## config.mk

```make
export PLATFORM = sky130hd
export DESIGN_NAME = eq_lock_tracker_flat
export DESIGN_NICKNAME = d
export VERILOG_FILES = /design/src/rtl/eq_lock_tracker_pkg.sv /design/src/rtl/eq_lock_tracker_if.sv /design/src/rtl/eq_lock_tracker_sat_counter.sv /design/src/rtl/eq_lock_tracker.sv /design/src/flat_wrapper.sv
export SDC_FILE = /design/constraint.sdc
export NUM_CORES = 1
export LEC_CHECK = 0
export CAP_MARGIN = 25
export CORE_ASPECT_RATIO = 1.4
export CORE_UTILIZATION = 30
export DETAILED_ROUTE_END_ITERATION = 7
export DONT_BUFFER_PORTS = 1
export GPL_ROUTABILITY_DRIVEN = 0
export SYNTH_ARGS = -nofsm -noshare
export SYNTH_HDL_FRONTEND = slang
export SYNTH_SLANG_ARGS = --single-unit
```

## constraint.sdc

```tcl
create_clock -name clk -period 5 [get_ports clk]
set_input_delay 0.5 -clock clk [delete_from_list [all_inputs] [get_ports clk]]
set_output_delay 0.5 -clock clk [all_outputs]
set_load 0.005 [all_outputs]
```

## src/rtl/eq_lock_tracker_pkg.sv

```systemverilog
// Shared definitions for the equality lock tracker: FSM encodings and run counter width.
package eq_lock_tracker_pkg;

  localparam int unsigned RUN_W = 8;

  typedef enum logic {
    ST_SEARCH = 1'b0,
    ST_LOCKED = 1'b1
  } state_e;

endpackage : eq_lock_tracker_pkg

```

## src/rtl/eq_lock_tracker_if.sv

```systemverilog
// Sample/status bundle between the comparator side (master) and the lock tracker (slave).
interface eq_lock_tracker_if
  import eq_lock_tracker_pkg::*;
#(
  parameter int unsigned CNT_W = 8
);

  logic             eq_in;
  logic             eq_valid;
  logic             clear;
  logic             locked;
  logic             lock_pulse;
  logic             lost_pulse;
  logic [RUN_W-1:0] run_cnt;
  logic [CNT_W-1:0] match_cnt;
  logic [CNT_W-1:0] mismatch_cnt;

  modport master (
    output eq_in, eq_valid, clear,
    input  locked, lock_pulse, lost_pulse, run_cnt, match_cnt, mismatch_cnt
  );

  modport slave (
    input  eq_in, eq_valid, clear,
    output locked, lock_pulse, lost_pulse, run_cnt, match_cnt, mismatch_cnt
  );

endinterface : eq_lock_tracker_if

```

## src/rtl/eq_lock_tracker_sat_counter.sv

```systemverilog
// Up-counter that sticks at all-ones instead of wrapping; clr has priority over inc.
module sat_counter #(
  parameter int unsigned W = 8
) (
  input  logic         clk,
  input  logic         rst_n,
  input  logic         clr,
  input  logic         inc,
  output logic [W-1:0] q
);

  logic [W-1:0] cnt_q;
  logic [W-1:0] cnt_d;

  always_comb begin
    cnt_d = cnt_q;
    if (clr) begin
      cnt_d = '0;
    end else if (inc && (cnt_q != {W{1'b1}})) begin
      cnt_d = cnt_q + W'(1);
    end
  end

  always_ff @(posedge clk or negedge rst_n) begin
    if (!rst_n) begin
      cnt_q <= '0;
    end else begin
      cnt_q <= cnt_d;
    end
  end

  assign q = cnt_q;

endmodule : sat_counter

```

## src/rtl/eq_lock_tracker.sv

```systemverilog
// Lock/unlock tracker for the 2-bit comparator's equality result, with saturating totals.
// Define EQ_LOCK_SYNC_EN to insert a two-flop synchronizer on the sample inputs.
module eq_lock_tracker
  import eq_lock_tracker_pkg::*;
#(
  parameter int unsigned LOCK_COUNT   = 4,
  parameter int unsigned UNLOCK_COUNT = 2,
  parameter int unsigned CNT_W        = 8
) (
  input  logic              clk,
  input  logic              rst_n,
  eq_lock_tracker_if.slave  bus
);

  if ((LOCK_COUNT == 0) || (LOCK_COUNT > 255)) begin : g_bad_lock_count
    $error("eq_lock_tracker: LOCK_COUNT must be in 1..255");
  end
  if ((UNLOCK_COUNT == 0) || (UNLOCK_COUNT > 255)) begin : g_bad_unlock_count
    $error("eq_lock_tracker: UNLOCK_COUNT must be in 1..255");
  end

  localparam logic [RUN_W-1:0] LOCK_LAST   = RUN_W'(LOCK_COUNT - 1);
  localparam logic [RUN_W-1:0] UNLOCK_LAST = RUN_W'(UNLOCK_COUNT - 1);

  logic eq_s;
  logic vld_s;
  logic clr_s;

`ifdef EQ_LOCK_SYNC_EN
  // clear rides the same pipe so it stays aligned with the sample it accompanies
  logic [1:0] eq_sync_q;
  logic [1:0] vld_sync_q;
  logic [1:0] clr_sync_q;

  always_ff @(posedge clk or negedge rst_n) begin
    if (!rst_n) begin
      eq_sync_q  <= '0;
      vld_sync_q <= '0;
      clr_sync_q <= '0;
    end else begin
      eq_sync_q  <= {eq_sync_q[0], bus.eq_in};
      vld_sync_q <= {vld_sync_q[0], bus.eq_valid};
      clr_sync_q <= {clr_sync_q[0], bus.clear};
    end
  end

  assign eq_s  = eq_sync_q[1];
  assign vld_s = vld_sync_q[1];
  assign clr_s = clr_sync_q[1];
`else
  assign eq_s  = bus.eq_in;
  assign vld_s = bus.eq_valid;
  assign clr_s = bus.clear;
`endif

  state_e           state_q, state_d;
  logic [RUN_W-1:0] run_q, run_d;
  logic             lock_pulse_q, lock_pulse_d;
  logic             lost_pulse_q, lost_pulse_d;

  // Next state: run_cnt counts matches in SEARCH and mismatches in LOCKED
  always_comb begin
    state_d      = state_q;
    run_d        = run_q;
    lock_pulse_d = 1'b0;
    lost_pulse_d = 1'b0;
    if (clr_s) begin
      state_d = ST_SEARCH;
      run_d   = '0;
    end else if (vld_s) begin
      unique case (state_q)
        ST_SEARCH: begin
          if (!eq_s) begin
            run_d = '0;
          end else if (run_q == LOCK_LAST) begin
            state_d      = ST_LOCKED;
            run_d        = '0;
            lock_pulse_d = 1'b1;
          end else begin
            run_d = run_q + RUN_W'(1);
          end
        end
        ST_LOCKED: begin
          if (eq_s) begin
            run_d = '0;
          end else if (run_q == UNLOCK_LAST) begin
            state_d      = ST_SEARCH;
            run_d        = '0;
            lost_pulse_d = 1'b1;
          end else begin
            run_d = run_q + RUN_W'(1);
          end
        end
        default: begin
          state_d = ST_SEARCH;
          run_d   = '0;
        end
      endcase
    end
  end

  always_ff @(posedge clk or negedge rst_n) begin
    if (!rst_n) begin
      state_q      <= ST_SEARCH;
      run_q        <= '0;
      lock_pulse_q <= 1'b0;
      lost_pulse_q <= 1'b0;
    end else begin
      state_q      <= state_d;
      run_q        <= run_d;
      lock_pulse_q <= lock_pulse_d;
      lost_pulse_q <= lost_pulse_d;
    end
  end

  logic [CNT_W-1:0] match_q;
  logic [CNT_W-1:0] mismatch_q;

  sat_counter #(.W(CNT_W)) u_match_cnt (
    .clk   (clk),
    .rst_n (rst_n),
    .clr   (clr_s),
    .inc   (vld_s & eq_s),
    .q     (match_q)
  );

  sat_counter #(.W(CNT_W)) u_mismatch_cnt (
    .clk   (clk),
    .rst_n (rst_n),
    .clr   (clr_s),
    .inc   (vld_s & ~eq_s),
    .q     (mismatch_q)
  );

  assign bus.locked       = (state_q == ST_LOCKED);
  assign bus.lock_pulse   = lock_pulse_q;
  assign bus.lost_pulse   = lost_pulse_q;
  assign bus.run_cnt      = run_q;
  assign bus.match_cnt    = match_q;
  assign bus.mismatch_cnt = mismatch_q;

endmodule : eq_lock_tracker

```

## src/flat_wrapper.sv

```systemverilog
// flat-port wrapper written by rule: the top's interface ports become plain ports
module eq_lock_tracker_flat import eq_lock_tracker_pkg::*;
#(
  parameter int unsigned LOCK_COUNT   = 4,
  parameter int unsigned UNLOCK_COUNT = 2,
  parameter int unsigned CNT_W        = 8
)
  (clk, rst_n, bus_eq_in, bus_eq_valid, bus_clear, bus_locked, bus_lock_pulse, bus_lost_pulse, bus_run_cnt, bus_match_cnt, bus_mismatch_cnt);
  eq_lock_tracker_if #(.CNT_W(CNT_W)) bus_i ();
  input  logic clk;
  input  logic rst_n;
  input wire logic [$bits(bus_i.eq_in)-1:0] bus_eq_in;
  input wire logic [$bits(bus_i.eq_valid)-1:0] bus_eq_valid;
  input wire logic [$bits(bus_i.clear)-1:0] bus_clear;
  output wire logic [$bits(bus_i.locked)-1:0] bus_locked;
  output wire logic [$bits(bus_i.lock_pulse)-1:0] bus_lock_pulse;
  output wire logic [$bits(bus_i.lost_pulse)-1:0] bus_lost_pulse;
  output wire logic [$bits(bus_i.run_cnt)-1:0] bus_run_cnt;
  output wire logic [$bits(bus_i.match_cnt)-1:0] bus_match_cnt;
  output wire logic [$bits(bus_i.mismatch_cnt)-1:0] bus_mismatch_cnt;
  assign bus_i.eq_in = bus_eq_in;
  assign bus_i.eq_valid = bus_eq_valid;
  assign bus_i.clear = bus_clear;
  assign bus_locked = bus_i.locked;
  assign bus_lock_pulse = bus_i.lock_pulse;
  assign bus_lost_pulse = bus_i.lost_pulse;
  assign bus_run_cnt = bus_i.run_cnt;
  assign bus_match_cnt = bus_i.match_cnt;
  assign bus_mismatch_cnt = bus_i.mismatch_cnt;
  eq_lock_tracker #(.LOCK_COUNT(LOCK_COUNT), .UNLOCK_COUNT(UNLOCK_COUNT), .CNT_W(CNT_W)) u_core (.clk(clk), .rst_n(rst_n), .bus(bus_i));
endmodule
```

**Yosys cells after proc, flatten, opt, wreduce, memory -nomap -nowiden**

Cells that the tools add are included.

- Word-level logic and storage cells: 48
- Register bits after elaboration: 27
- Output and inout bits: 27
- Bits of input ports: 5

- Multiplexer cells: 26
- Bitwise logic cells: 4
- Equality and inequality tests: 4
- Reduce and logical (&&, ||, !) cells: 5
- $add $sub $neg: 3

Operators with widths:

| kind | number |
|---|---|
| $mux W8 | 10 |
| $add A8 B1 Y8 const B | 3 |
| $ne A8 B8 Y1 const B | 2 |
| $pmux W8 S2 | 1 |
| $mux W1 | 14 |
| $eq A8 B1 Y1 const B | 1 |
| $eq A8 B2 Y1 const B | 1 |
| $reduce_bool A2 Y1 | 3 |
| $and A1 B1 Y1 | 2 |
| $logic_and A1 B1 Y1 | 2 |
| $not A1 Y1 | 2 |
| $pmux W1 S2 | 1 |

**Depth between registers and ports, before layout**

Gate-level depths: netlist of the first run.

- Depth in word-level cells: 6
- Gate-level depth with buffers: 6
- Depth with buffers taken out: 5

**Hierarchy**

A second synthesis of the first run with hierarchy kept.

- Cells, all modules: 173
- Area, all modules: 1,597.8 sq um

Modules (own cells, without submodules):

| module | instances | area an instance (sq um) | seq. area each (sq um) | cells an instance |
|---|---|---|---|---|
| sat_counter | 2 | 464.2 | 200.2 | 49 |
| eq_lock_tracker | 1 | 669.4 | 275.3 | 75 |

**Worst setup path before layout of the first run**

Ideal clock, no wire load.

- Path kind: register to register
- Start: reg u_core.run_q[3], in the netlist u_core.bus.run_cnt[3]
- End: reg u_core.run_q[5], in the netlist u_core.bus.run_cnt[5]
- Path slack: 3,386 ps
- Setup time: 131 ps
- Arrival: 1,483 ps
- Path buffers: 2
- Data required time: 4,869 ps
- Cell stages (with the launch flop): 7
- Period minus slack after synthesis: 1,614 ps
- Cell sequence: dfrtp_1 buf_6 nor4_4 a311oi_2 buf_6 o2111ai_1 nand3_1

- Cells in the longest elaborated chain, start to end: 6
- Elaborated cells between the ends (all ways): 10
- Classes of those cells: add/sub: 1; eq/ne: 2; mux: 7

RTL lines:

| item | line | RTL |
|---|---|---|
| from (decl) | eq_lock_tracker.sv:57 | `logic [RUN_W-1:0] run_q, run_d;` |
| from (signal assigned) | eq_lock_tracker.sv:110 | `run_q <= run_d;` |
| $add A8 B1 Y8 (tied with other cells) | eq_lock_tracker.sv:80, eq_lock_tracker.sv:91 |  |
| $mux W8 (on tied branches) | eq_lock_tracker.sv:86, eq_lock_tracker.sv:75 |  |
| $mux W8 (on tied branches) | eq_lock_tracker.sv:84, eq_lock_tracker.sv:73 |  |
| $pmux W8 S2 (*) | eq_lock_tracker.sv:71 | `unique case (state_q)` |
| $mux W8 (*) | eq_lock_tracker.sv:70 | `end else if (vld_s) begin` |
| $mux W8 (*) | eq_lock_tracker.sv:67 | `if (clr_s) begin` |

Mark *: on every way between the ends. The rest lies on a longest branch, timed or not. The select of a mux whose other input is x is not followed.
A chain may end at the register's enable or synchronous reset.

**Final worst setup path of the first run**

- Start: reg u_core.run_q[0], in the netlist u_core.bus.run_cnt[0]
- End: reg u_core.run_q[7], in the netlist u_core.bus.run_cnt[7]

Same word-level chain as after synthesis.

==> impl_metrics.yaml, run 1 <==
status:
  status: "complete, no violations"
floorplan:
  core_area_sq_um: 5197
  die_h_microns: 89.29
  dieArea_sq_um: 5746
  num_io_pins: 32
  start_util: 0.3142
  die_w_microns: 64.35
  rows: 31
sta:
  fin_crit_ps: 2021
  max_freq_mhz: 494.7
  worst_hold_slack_ps: 20.35
  slew_headroom: 0.4518
  worstMarginPinSlew_ps: 822.2
  skew_ps: 14.41
  rsz0062_at_grt: "false"
  tns_ps: 0
  setup_viol: 0
  slew_viol_final: 0
  hold_viol: 0
  finalCritPeriodShare: 0.4043
clock_tree:
  cts.clk_slew.worst_paths_ps: 100
  post_cts_buffers: 0
  worstSkewPairLatency_ps: 280
  cts_root_buf: "clkbuf_8"
  cts_buffer_depth: 2
  clock-sinks: 27
  h-tree-depth: 1
  cts_tree: "yes"
  cts_buffers: 3
logic_synthesis:
  yosys.area.top_type: "dfrtp_1"
  ys_ff_latch: 27
  syn_avg_cell_area_sq_um: 9.493
  synth_warnings: 0
  yosys.area_share.simple: 0.2521
  yosysTopAreaCellShare: 0.4138
  synth_mux_area_frac: 0.01916
  synth_sequential_area_ratio: 0.4138
  synth_adder_area_share: 0.03831
  synthDistinctLibCells: 46
  syn_nets: 182
  synthesis.area_sq_um: 1633
  netlist_instances: 172
  synth-compound-area-share: 0.1762
  synthXorXnorAreaFrac: 0.04291
  synth_top_family_by_area: "simple AND/OR/NAND/NOR gates"
  synthTopCellsByArea: "dfrtp_1 41%, nor2_1 4.6%, ha_1 3.8%, nand2_1 3.4%, o211ai_1 3.2%"
finish:
  insertedDiodeCount: 0
  num-nets-final: 180
  drive_gt1_frac: 0.07692
  area_growth_pct: 4.751
placed_design:
  dp_hpwl_microns: 2525
  port_buffers: 0
route:
  drtIter0Drc: 107
  drc: 0
  vias: 1296
  ant_nets: 0
  avgViaCountPerCell: 5.515
  totalWireLength_microns: 3628
  drtPass1Iterations: 4
  wl_per_cell_microns: 15.44
worst_setup_path:
  worstRegToRegCells: 4
  rrSetupSlack_ps: 2980
  crit_path_end_kind: "flop"
  arrival_ps: 2210
  start_kind: "flop"
  required_ps: 5190
  r2r-start: "u_core.bus.run_cnt[0]"
  crit_type: "flop to flop"
  crit_fanout: 13
  r2r-end: "u_core.bus.run_cnt[7]"
run:
  cap_violations: 0
grt:
  grt_usage: 0.1357
  grt_pass1_wl_microns: 6085
  antenna_found_initial: 0
  grt-ovfl-total: 0
  grt_pass1_vias: 1201
  grt_max_degree: 28
power_and_ir_drop:
  power_density_nw_per_um2: 219.1
  p_leak_nw: 0.7013
  vdd_ir_drop_max_mv: 0.1255
worst_hold_path:
  hold_path_class: "input port to async pin"
worst max path at each step:
stage,startpoint,to,slack (ps)
final,u_core.bus.run_cnt[0],u_core.bus.run_cnt[7],2980
after global routing,u_core.bus.run_cnt[0],u_core.bus.run_cnt[7],2840
after CTS,u_core.bus.run_cnt[1],u_core.bus.run_cnt[7],2970
after detailed placement,u_core.bus.run_cnt[1],u_core.bus.run_cnt[7],2960
after global placement,u_core.bus.run_cnt[1],u_core.bus.run_cnt[7],3040
after floorplan,u_core.bus.run_cnt[3],u_core.bus.run_cnt[5],3390
flip-flops by register name, summed over array words and instances, names as in the netlist:
register / flops
u_core.bus.run_cnt: 8
u_core.u_match_cnt.q: 8
u_core.u_mismatch_cnt.q: 8
u_core.bus.lock_pulse: 1
u_core.bus.locked: 1
u_core.bus.lost_pulse: 1
per-layer routing:
metal / track usage / wire [microns] / share of wire
met1: 0.1588 / 1555 / 0.43
met2: 0.2431 / 1847 / 0.51
met3: 0.03571 / 201 / 0.055
met4: 0.03838 / 24 / 0.0066
met5: 0 / 0 / 0
metrics by stage:
step	util	worst slack, ps	power, W	instances	instance area (sq um)
final	0.3291	2979	0.0003748	235	1710
after global routing	0.3291	2839	0.0003928	235	1710
after CTS	0.3291	2970	0.0003867	235	1710
after detailed placement	0.3163	2963	0.0002459	230	1644
after global placement	0.3163	3043	0.0002456	230	1644
after floorplan	-	3386	0.0002492	172	1633
worst max-delay path, stage by stage, from the launching register on:
cell      delay (ps)
dfrtp_1          480
ha_1             280
a311oi_2         690
o211ai_1         200
o311ai_1         280
layout by cell type (no fill, tap or decap), types with 3 or more instances in the layout:
cell       count
nor2_1        20
or4_1          3
ha_1           5
nand2_1       15
a21oi_1        7
nand3_1        9
o21ai_0        8
xor2_1         6
and2_1         3
nand2b_1       4
and3_1         4
dfrtp_1       27
clkbuf_8       3
inv_1          6
o211ai_1       7
o2111ai_1      5
nor2b_1        3
cells by family after synthesis:
| kind of cell | count (synthesis) |
|---|---|
| AOI/OAI and AO/OA | 39 |
| xor gates and xnor gates | 8 |
| adders and majority gates | 5 |
| buffers and inverters | 14 |
| DFF | 27 |
| muxes | 3 |
| and+or+nand+nor | 76 |
timing repair:
action	in CTS	in global routing
endpoints found under the hold margin	27	0
hold buffers	1	0
resized for setup	0	0
cells in the mapped netlist, drive strengths merged:
| master | count |
|---|---|
| o41ai | 1 |
| o22ai | 1 |
| buf | 6 |
| o211ai | 8 |
| o21bai | 1 |
| dfrtp | 27 |
| a21oi | 7 |
| a41oi | 1 |
| nand2b | 4 |
| nor2b | 3 |
| nand4b | 1 |
| nand3 | 9 |
| nor3b | 2 |
| o311ai | 2 |
| nor2 | 20 |
| and3 | 5 |
| a31oi | 1 |
| o31ai | 1 |
| nor4bb | 1 |
| nand2 | 15 |
| xnor2 | 2 |
| and4b | 1 |
| ha | 5 |
| xor2 | 6 |
| nor3 | 2 |
| inv | 6 |
| nand4 | 2 |
| clkbuf | 2 |
| mux2i | 2 |
| and2 | 3 |
| or3 | 2 |
| and4 | 1 |
| and2b | 1 |
| a311oi | 2 |
| a41o | 1 |
| nor4 | 1 |
| or4 | 3 |
| o2111ai | 5 |
| o21ai | 8 |
| mux2 | 1 |
where the power goes:
part	internal [W]	switching [W]
registers	0.000221	0.00000454
clock network	0.0000559	0.0000716
logic	0.00000867	0.0000132
total	0.000285	0.0000893
final cells by class:
class | instances | area [sq um]
inverters | 6 | 22.52
well taps | 66 | 82.58
repair buffers | 1 | 20.02
clock buffers | 3 | 41.29
flip-flops and latches | 27 | 675.6
fillers | 565 | 3487
clock inverters | 1 | 5.005
multi-input cells | 131 | 863.3
Note: power is estimated with default switching activity, not from simulation.
==> run 2: changes to the inputs <==
==> constraint.sdc (replaced) <==
create_clock -name clk -period 1.7 [get_ports clk]
set_input_delay 0.17 -clock clk [delete_from_list [all_inputs] [get_ports clk]]
set_output_delay 0.17 -clock clk [all_outputs]
set_load 0.005 [all_outputs]
==> impl_metrics.yaml, run 2 (same netlist as run 1, synthesis figures left out) <==
sta:
  tns_ps: 0
  worstMarginPinSlew_ps: 767.5
  hold_viol: 0
  fin_crit_ps: 1637
  finalCritPeriodShare: 0.9627
  max_freq_mhz: 611.0
  setup_viol: 0
  skew_ps: 7.065
  slew_viol_final: 0
  rsz0062_at_grt: "false"
  slew_headroom: 0.4866
grt:
  grt_pass1_vias: 1399
  grt_use_met2: 0.2746
  grt_pass1_wl_microns: 6817
  grt_max_degree: 28
  grt_usage: 0.1529
  antenna_found_initial: 0
  met3_usage: 0.02934
  grt.busiest_layer: "met2"
  met1_usage: 0.1793
  grt-ovfl-total: 0
status:
  status: "complete, no violations"
placed_design:
  dp_hpwl_microns: 2814
  port_buffers: 0
power_and_ir_drop:
  power_density_nw_per_um2: 584.5
  p_leak_nw: 0.8482
  finalPower_w: 0.001142
  vdd_ir_drop_max_mv: 0.3278
route:
  drtPass1Iterations: 4
  totalWireLength_microns: 4120
  ant_nets: 0
  vias: 1414
  drc: 0
  avgViaCountPerCell: 5.376
  drtIter0Drc: 67
  wl_per_cell_microns: 15.67
finish:
  drive_gt1_frac: 0.2081
  mostFrequentLayoutCells: "27 x dfrtp_1, 26 x buf_4, 19 x nor2_1"
  final_common_cell: "dfrtp_1"
  insertedDiodeCount: 0
  final_util: 0.3758
  num-nets-final: 208
  area_growth_pct: 19.62
worst_setup_path:
  rrSetupSlack_ps: 60
  crit_path_end_kind: "flop"
  arrival_ps: 1770
  required_ps: 1830
  start_kind: "flop"
  crit_fanout: 4
  crit_type: "flop to flop"
clock_tree:
  cts.clk_slew.worst_paths_ps: 100
  h-tree-depth: 1
  cts_buffer_depth: 2
  cts_root_buf: "clkbuf_8"
  worstSkewPairLatency_ps: 280
  clock-sinks: 27
  cts_buffers: 3
  cts_tree: "yes"
floorplan:
  num_io_pins: 32
  core_area_sq_um: 5197
  die_h_microns: 89.29
  dieArea_sq_um: 5746
  rows: 31
  die_w_microns: 64.35
  start_util: 0.3142
worst_hold_path:
  hold_path_class: "input port to flop"
run:
  cap_violations: 0
## run 2: changes by cell type in the layout (fill, tap and decap cells not counted)
cell / before / now
a311oi_2: 2 / 0
a311oi_4: 0 / 2
buf_4: 0 / 26
dlygate4sd3_1: 0 / 2
nand2_1: 15 / 14
nand2_2: 0 / 1
nor2_1: 20 / 19
nor2_2: 0 / 1
## run 2: repair_timing
item / 4_1_cts / 5_1_grt
gates resized for setup: 0 / 4
hold buffers: 3 / 0
setup buffers: 0 / 2
setup endpoints to repair: 0 / 8
hold endpoints to repair: 45 / 0
## run 2: final timing paths
kind                                             from                         end  cells after the start
min in group asynchronous                       rst_n       u_core.bus.run_cnt[0]                      2
max in group asynchronous                       rst_n  u_core.u_mismatch_cnt.q[2]                      2
max reg2reg                     u_core.bus.run_cnt[5]       u_core.bus.run_cnt[2]                      6
min                                         bus_eq_in           u_core.bus.locked                      2
max                             u_core.bus.run_cnt[5]       u_core.bus.run_cnt[2]                      6
min reg2reg                u_core.u_mismatch_cnt.q[7]  u_core.u_mismatch_cnt.q[7]                      2
## run 2: power breakdown
group          switching, W  internal, W
Sequential       0.00000552     0.000650
Combinational     0.0000612    0.0000430
Clock              0.000218     0.000165
## run 2: area by class of cell
cell class              instances  area [sq um]
fillers                       553          3244
inverters                       6         22.52
clock buffers                   3         41.29
flip-flops and latches         27         675.6
well taps                      66         82.58
multi-input cells             131         890.9
clock inverters                 1         5.005
repair buffers                 29         235.2
## run 2: metrics by stage
step                cells  setup WS [ps]  cell area (sq um)  hold WS [ps]
global placement      254          149.9               1824        -124.8
CTS                   261          74.27               1911         36.81
finish                263          63.35               1953         42.08
global route          263          5.472               1953         27.20
detailed placement    254          107.9               1824        -124.8
floorplan             172          85.65               1633        -125.6
## run 2: critical path: stages (launching register included)
cell	delay, ps
dfrtp_1	430
nor4_4	270
buf_4	180
a311oi_4	120
buf_4	170
o2111ai_1	210
a31oi_1	110
## run 2: metal layers
layer  up-vias  share of wire
met2        37           0.52
met1       690           0.42
li1        683              -
met5         -              0
met3         4          0.056
met4         0         0.0063
